**src/rtl/numbo_pkg.sv**
```systemverilog
// Shared widths, digit limits and index helpers for the digit register bank and edit UI.
// Valid digit slots are 4k+0..4k+2; slot 4k+3 is a spacer that is never stored or scanned.
package numbo_pkg;

    localparam int DIGIT_W      = 4;
    localparam int IDX_W        = 5;
    localparam int NUM_IDX      = 32;
    localparam int GROUP_STRIDE = 4;
    localparam logic [DIGIT_W-1:0] DIGIT_MAX = 4'd9;

    function automatic logic idx_valid(input logic [IDX_W-1:0] idx);
        return idx[1:0] != 2'b11;
    endfunction

    // 5-bit wrap carries 31 -> 0, so 30 -> 0 falls out of the same skip as 2 -> 4.
    function automatic logic [IDX_W-1:0] next_valid_idx(input logic [IDX_W-1:0] idx);
        logic [IDX_W-1:0] n;
        n = idx + 1'b1;
        if (!idx_valid(n)) n = n + 1'b1;
        return n;
    endfunction

endpackage

```
**src/rtl/numbo_digit_regs_if.sv**
```systemverilog
// Edit-UI to digit-bank bundle: increment strobes, cursor, scan control and bank/scan readback.
// No backpressure; every signal is sampled or presented each clk.
interface numbo_digit_regs_if;
    import numbo_pkg::*;

    logic [NUM_IDX-1:0]         doInc;
    logic [IDX_W-1:0]           digit;
    logic                       blink;
    logic                       clearAll;
    logic                       scanAdv;
    logic [NUM_IDX*DIGIT_W-1:0] regs;
    logic [IDX_W-1:0]           scanIdx;
    logic [DIGIT_W-1:0]         scanVal;
    logic                       scanBlank;
    logic                       incAck;

    modport master (
        output doInc, digit, blink, clearAll, scanAdv,
        input  regs, scanIdx, scanVal, scanBlank, incAck
    );

    modport slave (
        input  doInc, digit, blink, clearAll, scanAdv,
        output regs, scanIdx, scanVal, scanBlank, incAck
    );

endinterface

```
**src/rtl/numbo_bcd_digit.sv**
```systemverilog
// Single BCD digit: wraps DIGIT_MAX -> 0 on inc, clr wins; 1-cycle update.
// nextValue exposes the post-write value so readers can be write-first.
module numbo_bcd_digit
    import numbo_pkg::*;
(
    input  logic               clk,
    input  logic               resetDigit,
    input  logic               inc,
    input  logic               clr,
    output logic [DIGIT_W-1:0] value,
    output logic [DIGIT_W-1:0] nextValue
);

    always_comb begin
        nextValue = value;
        if (clr) begin
            nextValue = '0;
        end else if (inc) begin
            // >= rather than == so a corrupted out-of-range value recovers to 0
            nextValue = (value >= DIGIT_MAX) ? '0 : DIGIT_W'(value + 1'b1);
        end
    end

    always_ff @(posedge clk or posedge resetDigit) begin
        if (resetDigit) value <= '0;
        else            value <= nextValue;
    end

endmodule

```
**src/rtl/numbo_digit_regs.sv**
```systemverilog
// 24-digit BCD bank with rising-edge increments, sync clear and a 1-cycle registered display scan.
// No backpressure; incAck pulses the cycle after any accepted valid-index increment.
module numbo_digit_regs
    import numbo_pkg::*;
(
    input  logic             clk,
    input  logic             resetDigit,
    numbo_digit_regs_if.slave bus
);

    logic [NUM_IDX-1:0]         prevInc;
    logic [NUM_IDX-1:0]         rise;
    logic [NUM_IDX-1:0]         validMask;
    logic [NUM_IDX*DIGIT_W-1:0] bankQ;
    logic [NUM_IDX*DIGIT_W-1:0] bankD;
    logic [DIGIT_W-1:0]         scanNext;
    logic [IDX_W-1:0]           scanIdx;
    logic [DIGIT_W-1:0]         scanVal;
    logic                       scanBlank;
    logic                       incAck;

    assign rise = bus.doInc & ~prevInc;

    genvar i;
    generate
        for (i = 0; i < NUM_IDX; i++) begin : gDigit
            if (idx_valid(IDX_W'(i))) begin : gValid
                assign validMask[i] = 1'b1;
                numbo_bcd_digit uDigit (
                    .clk        (clk),
                    .resetDigit (resetDigit),
                    .inc        (rise[i]),
                    .clr        (bus.clearAll),
                    .value      (bankQ[i*DIGIT_W +: DIGIT_W]),
                    .nextValue  (bankD[i*DIGIT_W +: DIGIT_W])
                );
            end else begin : gUnused
                assign validMask[i]                = 1'b0;
                assign bankQ[i*DIGIT_W +: DIGIT_W] = '0;
                assign bankD[i*DIGIT_W +: DIGIT_W] = '0;
            end
        end
    endgenerate

    // Read the next-state bank so the display never shows a stale value after an edit
    assign scanNext = bankD[scanIdx*DIGIT_W +: DIGIT_W];

    always_ff @(posedge clk or posedge resetDigit) begin
        if (resetDigit) begin
            prevInc   <= '1;
            incAck    <= 1'b0;
            scanIdx   <= '0;
            scanVal   <= '0;
            scanBlank <= 1'b0;
        end else begin
            prevInc   <= bus.doInc;
            incAck    <= ~bus.clearAll & (|(rise & validMask));
            if (bus.scanAdv) scanIdx <= next_valid_idx(scanIdx);
            scanVal   <= scanNext;
            scanBlank <= bus.blink & (scanIdx == bus.digit);
        end
    end

    assign bus.regs      = bankQ;
    assign bus.scanIdx   = scanIdx;
    assign bus.scanVal   = scanVal;
    assign bus.scanBlank = scanBlank;
    assign bus.incAck    = incAck;

endmodule
```
**src/flat_wrapper.sv**
```systemverilog
// flat-port wrapper written by rule: the top's interface ports become plain ports
module numbo_digit_regs_flat import numbo_pkg::*;
  (clk, resetDigit, bus_doInc, bus_digit, bus_blink, bus_clearAll, bus_scanAdv, bus_regs, bus_scanIdx, bus_scanVal, bus_scanBlank, bus_incAck);
  numbo_digit_regs_if bus_i ();
  input  logic clk;
  input  logic resetDigit;
  input wire logic [$bits(bus_i.doInc)-1:0] bus_doInc;
  input wire logic [$bits(bus_i.digit)-1:0] bus_digit;
  input wire logic [$bits(bus_i.blink)-1:0] bus_blink;
  input wire logic [$bits(bus_i.clearAll)-1:0] bus_clearAll;
  input wire logic [$bits(bus_i.scanAdv)-1:0] bus_scanAdv;
  output wire logic [$bits(bus_i.regs)-1:0] bus_regs;
  output wire logic [$bits(bus_i.scanIdx)-1:0] bus_scanIdx;
  output wire logic [$bits(bus_i.scanVal)-1:0] bus_scanVal;
  output wire logic [$bits(bus_i.scanBlank)-1:0] bus_scanBlank;
  output wire logic [$bits(bus_i.incAck)-1:0] bus_incAck;
  assign bus_i.doInc = bus_doInc;
  assign bus_i.digit = bus_digit;
  assign bus_i.blink = bus_blink;
  assign bus_i.clearAll = bus_clearAll;
  assign bus_i.scanAdv = bus_scanAdv;
  assign bus_regs = bus_i.regs;
  assign bus_scanIdx = bus_i.scanIdx;
  assign bus_scanVal = bus_i.scanVal;
  assign bus_scanBlank = bus_i.scanBlank;
  assign bus_incAck = bus_i.incAck;
  numbo_digit_regs u_core (.clk(clk), .resetDigit(resetDigit), .bus(bus_i));
endmodule
```
**config.mk**
```make
export PLATFORM = sky130hd
export DESIGN_NAME = numbo_digit_regs_flat
export DESIGN_NICKNAME = d
export VERILOG_FILES = /design/src/rtl/numbo_pkg.sv /design/src/rtl/numbo_digit_regs_if.sv /design/src/rtl/numbo_bcd_digit.sv /design/src/rtl/numbo_digit_regs.sv /design/src/flat_wrapper.sv
export SDC_FILE = /design/constraint.sdc
export NUM_CORES = 1
export LEC_CHECK = 0
export CORE_ASPECT_RATIO = 0.6
export CORE_MARGIN = 1.5
export CORE_UTILIZATION = 30
export CTS_BUF_LIST = sky130_fd_sc_hd__clkbuf_16
export DETAILED_ROUTE_END_ITERATION = 10
export MAX_ROUTING_LAYER = met4
export PLACE_DENSITY = 0.52
export SYNTH_ARGS = -nofsm -noshare
export SYNTH_HDL_FRONTEND = slang
export SYNTH_HIERARCHICAL = 1
export SYNTH_SLANG_ARGS = --single-unit
```
**constraint.sdc**
```tcl
create_clock -name clk -period 3.5 [get_ports clk]
set_input_delay 0.7 -clock clk [delete_from_list [all_inputs] [get_ports clk]]
set_output_delay 0.7 -clock clk [all_outputs]
set_load 0.1 [all_outputs]
```
# Yosys cells after proc, flatten, opt, wreduce, memory -nomap -nowiden
# Cells that the tools add are included.
# Widths: inputs -> output; s select.
dict set report word_totals {
  word_cells 161
  mem_bits_ro 0
  ramBits 0
  n_memories 0
  latchBits 0
  reg_bits 138
  out_inout_bits 139
}
dict set report op_classes {
  n_eq_ne 2
  bitwise_logic 5
  n_addsub 26
  mul 0
  reduce_logical 1
  order_cmp 24
  shifts 1
  div_mod_pow 0
  muxes 73
}
# op n
set op_table {}
lappend op_table {{$mux 4} 72}
lappend op_table {{$shiftx 128x8->4} 1}
lappend op_table {{$add 4x1->4 const B} 24}
lappend op_table {{$ge 4x4->1 const B} 24}
lappend op_table {{$and 31x31->31} 1}
lappend op_table {{$not 31->31} 1}
lappend op_table {{$reduce_or 24->1} 1}
lappend op_table {{$add 5x1->5 const B} 2}
lappend op_table {{$eq 5x5->1} 1}
lappend op_table {{$mux 5} 1}
lappend op_table {{$and 1x1->1} 2}
lappend op_table {{$ne 2x2->1 const B} 1}
lappend op_table {{$not 1->1} 1}

# Depth between registers and ports, before layout
# Gate-level depths: netlist (run 1).
dict set report logic_depth {
  depth_word 5
  ltp_mapped 9
  ltp_nobuf 9
}

# Modules after synthesis
# The synthesis (run 1) kept the hierarchy.
# module instances seq_area_each_um2 area_per_inst_um2 cells_per_inst
set by_module_without_submodules {}
lappend by_module_without_submodules {numbo_bcd_digit 24 100.1 227.7 22}
lappend by_module_without_submodules {numbo_digit_regs 1 905.9 2522.4 243}

# Least setup slack after synthesis (run 1)
# OpenSTA, ideal clock, no wires.
dict set report synth_path {
  path_kind {register -> register}
  startpoint {register u_core.gDigit[5].gValid.uDigit.value[1]}
  endpoint {register u_core.scanVal[1], in the netlist u_core/bus.scanVal[1]}
  synth_period_minus_slack_ns 2.618
  path_stages_with_launch 9
  slack_ns 0.882
  arrival_ns 2.514
  n_path_buf 0
  path_cell_list {dfrtp_1 -> inv_1 -> ha_1 -> or3b_1 -> a31o_2 -> nor2_1 -> mux4_2 -> mux2i_1 -> o311ai_1}
}
dict set report synth_between {
  elab_chain_cells 5
}
# element line_no
set synth_rtl {}
lappend synth_rtl {{from (decl)} numbo_bcd_digit.sv:10} ;# output logic [DIGIT_W-1:0] value,
lappend synth_rtl {{from (signal assigned)} numbo_bcd_digit.sv:26} ;# else value <= nextValue;
lappend synth_rtl {{$add 4x1->4 / $ge 4x4->1 (equally long branches)} numbo_bcd_digit.sv:20} ;# nextValue = (value >= DIGIT_MAX) ? '0 : DIGIT_W'(value + 1'b1);
lappend synth_rtl {{$mux 4} numbo_bcd_digit.sv:20}
lappend synth_rtl {{$mux 4 *} numbo_bcd_digit.sv:18} ;# end else if (inc) begin
lappend synth_rtl {{$mux 4 *} numbo_bcd_digit.sv:16} ;# if (clr) begin
lappend synth_rtl {{named net u_core.bankD[21]} numbo_digit_regs.sv:15} ;# logic [NUM_IDX*DIGIT_W-1:0] bankD;
lappend synth_rtl {{$shiftx 128x8->4 *} numbo_digit_regs.sv:46} ;# assign scanNext = bankD[scanIdx*DIGIT_W +: DIGIT_W];
lappend synth_rtl {{named net u_core.scanNext[1]} numbo_digit_regs.sv:16} ;# logic [DIGIT_W-1:0] scanNext;
lappend synth_rtl {{to (signal assigned)} numbo_digit_regs.sv:59} ;# scanVal <= scanNext;
lappend synth_rtl {{to (decl)} numbo_digit_regs.sv:18} ;# logic [DIGIT_W-1:0] scanVal;
# The timed path passes the listed nets; every way through them passes the cells marked *.
# A chain may end at the register's enable or synchronous reset.

# Final worst setup path (run 1)
dict set report layout_path {
  startpoint {input port bus_doInc[9]}
  endpoint {register u_core.scanVal[3], in the netlist u_core/bus.scanVal[3]}
}
dict set report layout_between {
  elab_chain_cells 4
}
# element line_no
set layout_rtl {}
lappend layout_rtl {{from (decl)} flat_wrapper.sv:7} ;# input wire logic [$bits(bus_i.doInc)-1:0] bus_doInc;
lappend layout_rtl {{$and 31x31->31} numbo_digit_regs.sv:22} ;# assign rise = bus.doInc & ~prevInc;
lappend layout_rtl {{named net u_core.rise[9]} numbo_digit_regs.sv:12} ;# logic [NUM_IDX-1:0] rise;
lappend layout_rtl {{$mux 4} numbo_bcd_digit.sv:18}
lappend layout_rtl {{$mux 4} numbo_bcd_digit.sv:16}
lappend layout_rtl {{named net u_core.bankD[39]} numbo_digit_regs.sv:15}
lappend layout_rtl {{$shiftx 128x8->4} numbo_digit_regs.sv:46}
lappend layout_rtl {{named net u_core.scanNext[3]} numbo_digit_regs.sv:16}
# The timed path passes the listed nets, and every way through them passes these cells.

==> qor.csv, run 1 <==
metric,value,unit
status,"finished, final reports clean",
synth.ff_latch_count,131,
rsz0062_at_grt,no,
power.share.sequential,32.5,%
vias_in_the_first_global_route,5481,
grt_util_all_layers,16.7,%
route.antenna.remaining_nets,0,
first_pass_iters,5,
async_reset_ff_share,100,%
path_clk_slew,0.06,ns
grt.overflow.total,0,
layout-area-overhead-vs-synth,26.6,%
power_switching_share,38.9,%
yosysSeqAreaShare,41.4,%
design.core.area,26300,µm²
final_layout_size_suffix_gt1_share,21.6,%
numCtsBuffers,17,
pwr_density_cell,568,nW/µm²
cts.htree.levels,4,
std_cell_rows,46,
total_switching_power,2.24,mW
setup_viol_count_final,0,
max_freq,362,MHz
max-cap-violations,0,
tritoncts,done,
antenna_diodes,0,
power.internal,3.51,mW
final_hold_viol_count,0,
post_cts_hold_buffer_count,0,
reported_leakage_power,4.77,nW
detail_route.wl_per_cell,16.7,µm
clock-root-buffer,sky130_fd_sc_hd__clkbuf_16,
worstSetupEndpointType,flip-flop,
share_clk_of_total_power,35.4,%
crit_path_start_kind,input pin,
routabilityCongestion,0.811,
final_nets,1040,
drtIter0Drc,363,
clock_tree.buffer_depth,2,
syn_area_per_cell,10.4,µm²
post-place-cells,1263,
power.combinational.fraction,32.1,%
timing.final.max_slew_violations,0,
worst_hold_path_type,reg -> reg,
met3_routing_resource_usage_after_global_routing,4.10,%
final.setup.tns,0,ns
max-vdd-ir-drop,0.000253,V
crit_arrival,3.06,ns
worstMarginPinSlew,0.987,ns
worst_clock_skew,0.00646,ns
timing.reg2reg.setup_slack,1.15,ns
die_x,214,µm
clock_insertion_delay_worst_skew,0.43,ns
vias,5818,
antenna_violations_before_repair,0,
yosysWarnings,6,
number_of_instances_in_the_synthesized_netlist,771,
global_route.usage.met2,20.7,%
period_needed,2.77,ns
path_class,in -> reg,
worst_max_slew_margin_expressed_relative_to_the_limit,34.2,%
hpwl,16.6,mm
chipHeight,129,µm
synth_enable_flop_cells,0,
grt_first_pass_wirelength,33.1,mm
post-layout-total-power,5.74,mW
top_usage_layer,met1,
gr-usage-met1,26.1,%
io_buffers,140,
initial_utilization,30.4,%
route.detailed.drc,0,
synth_area,7990,µm²
die-area,27600,µm²
buffers_inserted_during_post_cts_setup_optimization,0,
synth_cell_types,40,
required,3.80,ns
layoutNonFillerInstCount,1295,
layout_worst_path_cycle_share,79.0,%
grt_max_degree,26,
critical_path.max_fanout,6,
synthFlopType,sky130_fd_sc_hd__dfrtp_1,
design.portCount,181,
post_cts_resize_count,0,
routed_via_density,4.49,
cts_num_sinks,131,
route.final.wire_length,21.7,mm
-- final cells by class --
cell class / count / area [µm²]
inverter: 77 / 289
sequential: 131 / 3310
clock buffer: 17 / 425
multi-input combinational: 548 / 4170
fill: 2695 / 16200
timing repair buffer: 147 / 1230
clock inverter: 15 / 238
tap: 360 / 450
-- routing by layer --
metal  vias to the layer above  part of all wire (%)
li1                       2829                     -
met1                      2831                    55
met2                       144                    39
met3                        14                   5.3
met4                         0                  0.72
met5                         -                     0
-- cells by family after synthesis --
kind of cell	count (synthesis)	share of synthesized area, %
compound gates	50	4.93
xor+xnor	80	8.77
fa+ha+maj	76	11.9
buf+inv	123	7.80
flops	131	41.4
mux	69	9.92
other cells	1	0.0469
simple gates	241	15.2
-- worst max-delay path, cell delays in order --
cell	delay, ns
sky130_fd_sc_hd__clkdlybuf4s50_1	0.48
sky130_fd_sc_hd__nor2b_1	0.58
sky130_fd_sc_hd__nand4_1	0.19
sky130_fd_sc_hd__xor2_1	0.15
sky130_fd_sc_hd__nor2_1	0.08
sky130_fd_sc_hd__mux4_2	0.49
sky130_fd_sc_hd__mux2i_1	0.27
sky130_fd_sc_hd__o311ai_1	0.12
-- sequential cells by signal, summed over array words and instances (netlist names) --
signal / cells
u_core/bus.scanVal: 4
u_core/gDigit.gValid.uDigit/value: 96
u_core/bus.scanIdx: 5
u_core/prevInc: 24
u_core/bus.incAck: 1
u_core/bus.scanBlank: 1
-- worst paths after layout --
kind                                                          start                                       end  depth (start not counted)
max                                                    bus_doInc[9]                     u_core/bus.scanVal[3]                          8
min                        u_core/gDigit[10].gValid.uDigit/value[3]  u_core/gDigit[10].gValid.uDigit/value[3]                          2
max reg2reg                                   u_core/bus.scanIdx[2]                     u_core/bus.scanVal[1]                          4
min reg2reg                u_core/gDigit[10].gValid.uDigit/value[3]  u_core/gDigit[10].gValid.uDigit/value[3]                          2
max in group asynchronous                                resetDigit                        u_core/prevInc[12]                          4
min in group asynchronous                                resetDigit  u_core/gDigit[25].gValid.uDigit/value[0]                          3
-- cells in the final DEF (no fill, tap or decap), drive strengths merged, types with 3 or more instances in the layout --
| cell type | n |
|---|---|
| clkdlybuf4s50 | 39 |
| dfstp | 24 |
| a22oi | 8 |
| nor2 | 99 |
| xor2 | 53 |
| dfrtp | 107 |
| mux4 | 8 |
| xnor2 | 27 |
| conb | 32 |
| mux2i | 60 |
| nor4 | 7 |
| bufinv | 6 |
| a31o | 25 |
| nand4 | 29 |
| ha | 76 |
| inv | 77 |
| nand2b | 4 |
| o21ai | 3 |
| a21oi | 5 |
| clkinv | 7 |
| o311ai | 4 |
| nand2 | 41 |
| nand3 | 6 |
| or3b | 24 |
| buf | 108 |
| nor2b | 26 |
| clkbuf | 17 |
-- synth_stat cells (6+ instances only) --
| cell type | n | area [µm²] |
|---|---|---|
| sky130_fd_sc_hd__nor2_1 | 98 | 368 |
| sky130_fd_sc_hd__nand3_1 | 6 | 30.0 |
| sky130_fd_sc_hd__xor2_1 | 53 | 464 |
| sky130_fd_sc_hd__or3b_1 | 24 | 210 |
| sky130_fd_sc_hd__mux2i_1 | 60 | 601 |
| sky130_fd_sc_hd__dfstp_2 | 24 | 631 |
| sky130_fd_sc_hd__buf_4 | 35 | 263 |
| sky130_fd_sc_hd__nand2_1 | 41 | 154 |
| sky130_fd_sc_hd__nand4_1 | 29 | 181 |
| sky130_fd_sc_hd__nor2b_1 | 26 | 163 |
| sky130_fd_sc_hd__nor4_1 | 7 | 43.8 |
| sky130_fd_sc_hd__ha_1 | 76 | 951 |
| sky130_fd_sc_hd__a22oi_1 | 8 | 60.1 |
| sky130_fd_sc_hd__xnor2_1 | 27 | 236 |
| sky130_fd_sc_hd__mux4_2 | 8 | 180 |
| sky130_fd_sc_hd__dfrtp_1 | 107 | 2680 |
| sky130_fd_sc_hd__a31o_2 | 25 | 219 |
| sky130_fd_sc_hd__inv_1 | 76 | 285 |
-- stage by stage --
step	hold WS [ns]	setup slack, ns	area [µm²]	util (%)
floorplan	0.466	0.882	8100	-
global placement	0.612	0.320	9450	35.9
detailed placement	0.620	0.312	9450	35.9
CTS	0.638	0.761	10100	38.4
global route	0.669	0.662	10100	38.4
finish	0.636	0.734	10100	38.4
-- power groups by stage --
| stage | registers (mW) | clock network [mW] | logic [mW] |
|---|---|---|---|
| floorplan | 2.28 | 0 | 1.06 |
| global placement | 1.90 | 0 | 1.84 |
| detailed placement | 1.90 | 0 | 1.84 |
| CTS | 1.88 | 2.09 | 1.85 |
| global route | 1.90 | 2.16 | 1.97 |
| finish | 1.87 | 2.03 | 1.84 |
(Power assumes the default switching activity.)
==> run 2: changes to the inputs <==
==> constraint.sdc (replaced) <==
create_clock -name clk -period 2.8 [get_ports clk]
set_input_delay 0.56 -clock clk [delete_from_list [all_inputs] [get_ports clk]]
set_output_delay 0.56 -clock clk [all_outputs]
set_load 0.1 [all_outputs]
==> run 2 against run 1 <==
  * Count of clock-buffer cells in the layout unchanged
  * Highest routed layer unchanged
  * Global-route usage increased by 0.38 points
  * Non-clock buffer count increased by 20
  * Power increased by 22%
  * Sequential power increased by 22%
  * Sequential share of layout area decreased by 0.23 points
  * Worst hold slack got worse by 0.087 ns
  * Core utilization increased by 0.27 points
  * Final area increased by 0.69%
  * Register-to-register slack got worse by 0.65 ns
  * Combinational power increased by 32%
==> qor.csv, run 2 (synthesis results as in run 1) <==
metric,value,unit
antenna_violations_before_repair,0,
worst_clock_skew,0.00942,ns
max-cap-violations,0,
tritoncts,done,
layout_commonest_cell,sky130_fd_sc_hd__buf_4,
routed_via_density,4.42,
path_depth,8,
r2r_start,u_core/gDigit[25].gValid.uDigit/value[1],
design.portCount,181,
routabilityCongestion,0.815,
crit_arrival,2.77,ns
initial_utilization,30.4,%
layout.cells.most_common_list,"132 x sky130_fd_sc_hd__buf_4, 106 x sky130_fd_sc_hd__dfrtp_1, 98 x sky130_fd_sc_hd__nor2_1, 78 x sky130_fd_sc_hd__inv_1, 76 x sky130_fd_sc_hd__ha_1",
critical_path_buf_inv_count,1,
grt_first_pass_wirelength,33.7,mm
path_class,in -> reg,
post_cts_resize_count,0,
design.core.area,26300,µm²
grt_util_all_layers,17.1,%
timing.final.max_slew_violations,0,
status,"finished, final reports clean",
std_cell_rows,46,
layoutNonFillerInstCount,1315,
die-area,27600,µm²
worst_slack,0.316,ns
clock-root-buffer,sky130_fd_sc_hd__clkbuf_16,
required,3.09,ns
post_cts_hold_buffer_count,0,
detail_route.wl_per_cell,16.8,µm
critical-path-top-delay-family,simple AND/OR/NAND/NOR gates,
vias,5816,
min_delay_path_depth,1,
holdPathEnd,u_core/prevInc[25],
hp-start,bus_doInc[25],
chipHeight,129,µm
critical_path.max_fanout,5,
setup_viol_count_final,0,
drtIter0Drc,367,
period_needed,2.48,ns
layout.filler_cells,2658,
timing.reg2reg.setup_slack,0.50,ns
max_freq,403,MHz
route.final.wire_length,22.1,mm
largestRegisters,"u_core/gDigit.gValid.uDigit/value: 96 flops, u_core/prevInc: 24 flops, u_core/bus.scanIdx: 5 flops",
hpwl,16.9,mm
rr_worst_depth,8,
reported_leakage_power,4.86,nW
endpoint_of_the_worst_slack_reg_to_reg_timing_path,u_core/bus.scanVal[2],
largest_register_ff_count,96,
antenna_diodes,0,
final_hold_viol_count,0,
placedInstanceArea,9580,µm²
finalCoreUtilization,38.7,%
pwr_density_cell,691,nW/µm²
cts_num_sinks,131,
cts.htree.levels,4,
critical-path-max-stage-delay,0.50,ns
critical_path.startpoint,bus_doInc[9],
clock_tree.buffer_depth,2,
worstSetupEndpointType,flip-flop,
grt_max_degree,26,
buffers_inserted_during_post_cts_setup_optimization,0,
io_buffers,140,
final_layout_size_suffix_gt1_share,23.5,%
worst_max_slew_margin_expressed_relative_to_the_limit,51.8,%
post-place-cells,1283,
vias_in_the_first_global_route,5577,
numCtsBuffers,17,
crit_slowest_cell,sky130_fd_sc_hd__nor2b_1,
worst_hold_path_type,in -> reg,
layout_worst_path_cycle_share,88.7,%
finished_layout_cell_area,10200,µm²
max-vdd-ir-drop,0.000312,V
final_nets,1060,
regMostFlops,u_core/gDigit.gValid.uDigit/value,
rsz0062_at_grt,no,
crit_path_start_kind,input pin,
layout-area-overhead-vs-synth,27.5,%
first_pass_iters,5,
path_clk_slew,0.06,ns
worstPathCellList,clkdlybuf4s50_1 > nor2b_1 > nand4_1 > xor2_1 > nor2_1 > mux4_2 > mux2i_1 > o311ai_1,
route.antenna.remaining_nets,0,
preCtsSetupSlack,-0.113,ns
clock_insertion_delay_worst_skew,0.44,ns
die_x,214,µm
hold-worst-slack,0.550,ns
worstMarginPinSlew,0.722,ns
route.detailed.drc,0,
grt.overflow.total,0,
-- run 2: power breakdown --
part,leakage (nW),total (mW),switching (mW),internal [mW]
combinational,2.85,2.43,1.68,0.748
sequential,1.71,2.29,0.262,2.02
clock,0.303,2.32,0.858,1.46
total,4.86,7.03,2.80,4.23
-- run 2: how the worst max path moves through the flow --
stage / to / slack (ns)
final: u_core/bus.scanVal[3] / 0.32
after global routing: u_core/bus.scanVal[2] / 0.23
after CTS: u_core/bus.scanVal[3] / 0.33
after detailed placement: u_core/bus.scanVal[3] / -0.11
after global placement: u_core/bus.scanVal[0] / -0.09
after floorplan: u_core/bus.scanVal[1] / 0.18
-- run 2: per-stage QoR --
| step | TNS [ns] | power (mW) |
|---|---|---|
| 6_report | 0 | 7.03 |
| 5_1_grt | 0 | 7.37 |
| 4_1_cts | 0 | 7.11 |
| 3_5_place_dp | -0.401 | 4.75 |
| 3_3_place_gp | -0.339 | 4.74 |
| 2_1_floorplan | 0 | 4.18 |
-- run 2: routing by layer --
layer  wire, µm  track usage, %  share of wire, %  up-vias
met4        140            3.85              0.63        0
met2       8720            21.9                39      139
met1      12100            26.0                55     2804
met3       1190            4.65               5.4       14
li1           -               -                 -     2859
met5          0               -                 0        -
-- run 2: final cells by class --
| type | instances | area [µm²] | share of cell area (%) |
|---|---|---|---|
| Sequential cell | 131 | 3310 | 32.5 |
| Inverter | 77 | 289 | 2.84 |
| Clock inverter | 15 | 173 | 1.70 |
| Timing Repair Buffer | 167 | 1360 | 13.4 |
| Tap cell | 360 | 450 | 4.42 |
| Multi-Input combinational cell | 548 | 4170 | 41.0 |
| Clock buffer | 17 | 425 | 4.18 |
==> run 3: changes to the inputs <==
--- a/config.mk
+++ b/config.mk
@@ -5,13 +5,15 @@
 export SDC_FILE = /design/constraint.sdc
 export NUM_CORES = 1
 export LEC_CHECK = 0
+export ABC_AREA = 1
 export CORE_ASPECT_RATIO = 0.6
 export CORE_MARGIN = 1.5
 export CORE_UTILIZATION = 30
 export CTS_BUF_LIST = sky130_fd_sc_hd__clkbuf_16
 export DETAILED_ROUTE_END_ITERATION = 10
 export MAX_ROUTING_LAYER = met4
-export PLACE_DENSITY = 0.52
+export PLACE_DENSITY = 0.51
+export SLEW_MARGIN = 20
 export SYNTH_ARGS = -nofsm -noshare
 export SYNTH_HDL_FRONTEND = slang
 export SYNTH_HIERARCHICAL = 1
==> run 3 against run 2 <==
  * Global-route usage is 0.66 points higher
  * Setup slack better by 0.34 ns
  * Final area is 8.1% higher
  * Area after synthesis is 12% higher
  * Sequential power is 2% lower
  * Count of clock-buffer cells in the layout stayed put
  * Worst hold slack better by 0.015 ns
  * Final cell count is 39% higher
  * Maximum frequency is 16% higher
  * Power is 8.1% higher
  * Critical path type unchanged
  * Critical endpoint is now u_core/bus.scanVal[1]
  * Largest cell class unchanged
  * Highest routed layer unchanged
==> qor.csv, run 3 <==
metric,value,unit
grt_max_degree,38,
critical_path_buf_inv_count,3,
setup_viol_count_final,0,
critical_path.max_fanout,4,
antenna_violations_before_repair,1,
critical-path-max-stage-delay,0.47,ns
max-vdd-ir-drop,0.000304,V
layout.cells.most_common_list,"341 x sky130_fd_sc_hd__nand2_1, 259 x sky130_fd_sc_hd__inv_1, 165 x sky130_fd_sc_hd__nor2_1, 114 x sky130_fd_sc_hd__buf_4, 107 x sky130_fd_sc_hd__dfrtp_1",
layout_commonest_cell,sky130_fd_sc_hd__nand2_1,
clock-root-buffer,sky130_fd_sc_hd__clkbuf_16,
max-cap-violations,0,
worst_max_slew_margin_expressed_relative_to_the_limit,61.6,%
worst_clock_skew,0.00597,ns
number_of_instances_in_the_synthesized_netlist,1266,
worst_slack,0.661,ns
synthFlopType,sky130_fd_sc_hd__dfrtp_1,
worst_hold_path_type,in -> reg,
worstMarginPinSlew,0.576,ns
layout_worst_path_cycle_share,76.4,%
async_reset_ff_share,100,%
max_freq,467,MHz
tritoncts,done,
synth_enable_flop_cells,0,
rsz0062_at_grt,no,
layout.filler_cells,3083,
finalCoreUtilization,37.9,%
die-area,30800,µm²
cts_num_sinks,131,
routabilityCongestion,0.865,
grt_first_pass_wirelength,39.9,mm
ys_top_cells_by_area,"sky130_fd_sc_hd__dfrtp_1 30%, sky130_fd_sc_hd__nand2_1 14%, sky130_fd_sc_hd__inv_1 11%",
regMostFlops,u_core/gDigit.gValid.uDigit/value,
ff_latch_area,3310,µm²
largestRegisters,"u_core/gDigit.gValid.uDigit/value: 96 flops, u_core/prevInc: 24 flops, u_core/bus.scanIdx: 5 flops",
met3_routing_resource_usage_after_global_routing,3.67,%
largest_register_ff_count,96,
synth_top_cells_by_count,"341 x sky130_fd_sc_hd__nand2_1, 257 x sky130_fd_sc_hd__inv_1, 165 x sky130_fd_sc_hd__nor2_1",
chipHeight,137,µm
clock_tree.buffer_depth,2,
synth_cell_types,29,
die_x,226,µm
area_of_the_multi_input_gates,4340,µm²
detail_route.wl_per_cell,14.2,µm
preCtsSetupSlack,0.235,ns
numCtsBuffers,17,
path_clk_slew,0.06,ns
worstPathCellList,clkdlybuf4s50_1 > inv_1 > nor2_1 > inv_1 > nand2_1 > o21ai_0 > nor2_1 > nand2_1 > nand3_1 > nand3_1 > nand3_1 > nand3_1 > nand2_1,
route.final.wire_length,25.9,mm
buffers_inserted_during_post_cts_setup_optimization,0,
crit_path_start_kind,input pin,
finished_layout_cell_area,11000,µm²
worstSetupEndpointType,flip-flop,
layout-area-overhead-vs-synth,23.4,%
critical-path-top-cell-by-count,sky130_fd_sc_hd__nand3_1,
reported_leakage_power,5.80,nW
synth_top_cell_by_area,sky130_fd_sc_hd__dfrtp_1,
design.core.area,29000,µm²
initial_utilization,30.7,%
grt_util_all_layers,17.8,%
design.portCount,181,
hpwl,20.3,mm
clock_insertion_delay_worst_skew,0.43,ns
syn_area_per_cell,7.04,µm²
crit_slowest_cell,sky130_fd_sc_hd__clkdlybuf4s50_1,
post_cts_resize_count,0,
crit_arrival,2.50,ns
yosysSeqAreaShare,37.1,%
required,3.16,ns
gr-usage-met1,26.9,%
final_hold_viol_count,0,
vias_in_the_first_global_route,6980,
status,"finished, final reports clean",
period_needed,2.14,ns
final_nets,1533,
global_route.usage.met2,23.8,%
yosysWarnings,6,
grt.overflow.total,0,
final_layout_size_suffix_gt1_share,13.9,%
route.antenna.remaining_nets,0,
timing.final.max_slew_violations,0,
cts.htree.levels,4,
routed_via_density,4.24,
drtIter0Drc,548,
synth_area,8920,µm²
io_buffers,140,
post_cts_hold_buffer_count,0,
top_usage_layer,met1,
placedInstanceArea,10400,µm²
synthMostInstantiatedCell,sky130_fd_sc_hd__nand2_1,
final.setup.tns,0,ns
critical-path-top-delay-family,simple AND/OR/NAND/NOR gates,
synth.ff_latch_count,131,
vias,7756,
route.detailed.drc,0,
path_class,in -> reg,
pwr_density_cell,691,nW/µm²
yosysTopAreaCellShare,30.0,%
first_pass_iters,5,
post-layout-total-power,7.60,mW
std_cell_rows,48,
==> run 3: final timing paths <==
path | from | endpoint | slack, ns | cells after the start
setup / recovery | bus_doInc[28] | u_core/bus.scanVal[1] | 0.66 | 13
hold / removal | bus_doInc[28] | u_core/prevInc[28] | 0.56 | 1
setup reg to reg | u_core/gDigit[30].gValid.uDigit/value[1] | u_core/bus.scanVal[2] | 0.89 | 13
hold reg to reg | u_core/gDigit[24].gValid.uDigit/value[3] | u_core/gDigit[24].gValid.uDigit/value[3] | 0.60 | 3
max in group asynchronous | resetDigit | u_core/gDigit[24].gValid.uDigit/value[3] | 1.83 | 3
min in group asynchronous | resetDigit | u_core/prevInc[18] | 0.62 | 2
==> run 3: through the flow <==
stage                     hold WS [ns]  cells
after detailed placement         0.583   1796
final                            0.564   1829
after CTS                        0.544   1828
after global placement           0.587   1796
after global routing             0.549   1829
after floorplan                  0.326   1297
==> run 3: worst reg2reg max path, stage by stage (launching register included) <==
cell                      delay, ns
sky130_fd_sc_hd__dfrtp_1       0.43
sky130_fd_sc_hd__inv_1         0.11
sky130_fd_sc_hd__ha_1          0.18
sky130_fd_sc_hd__inv_1         0.05
sky130_fd_sc_hd__nand3_1       0.07
sky130_fd_sc_hd__nand2_1       0.06
sky130_fd_sc_hd__nand2_1       0.10
sky130_fd_sc_hd__nor2_1        0.20
sky130_fd_sc_hd__nand2_1       0.08
sky130_fd_sc_hd__nand3_1       0.10
sky130_fd_sc_hd__nand3_1       0.13
sky130_fd_sc_hd__nand3_1       0.17
sky130_fd_sc_hd__nand3_1       0.11
sky130_fd_sc_hd__nand2_1       0.08
==> run 3: report_power, final <==
part | switching (mW) | leakage, nW | internal (mW)
logic | 2.26 | 3.80 | 0.760
clock network | 0.872 | 0.303 | 1.47
registers | 0.210 | 1.70 | 2.04
==> run 3: layout make-up <==
class | instances | area share [%]
Clock inverter | 15 | 1.58
Sequential cell | 131 | 30.1
Antenna cell | 1 | 0.0227
Inverter | 261 | 8.95
Multi-Input combinational cell | 853 | 39.5
Timing Repair Buffer | 151 | 11.5
Clock buffer | 17 | 3.87
Tap cell | 400 | 4.55
==> run 3: layer usage <==
metal  share of wire (%)  wire length [µm]
met2                  40             10400
met4                0.65               169
met5                   0                 0
met1                  55             14200
met3                 4.4              1130
==> run 3: cells by family (layout without fill, tap and decap cells) <==
kind of cell    after synthesis  count (layout)  share of synthesized area (%)
simple gates                628             628                           28.7
compound gates               89              89                           5.28
fa+ha+maj                    76              76                           10.7
xor+xnor                     28              28                           2.75
other cells                   1              33                         0.0421
buf+inv                     313             444                           15.5
flops                       131             131                           37.1
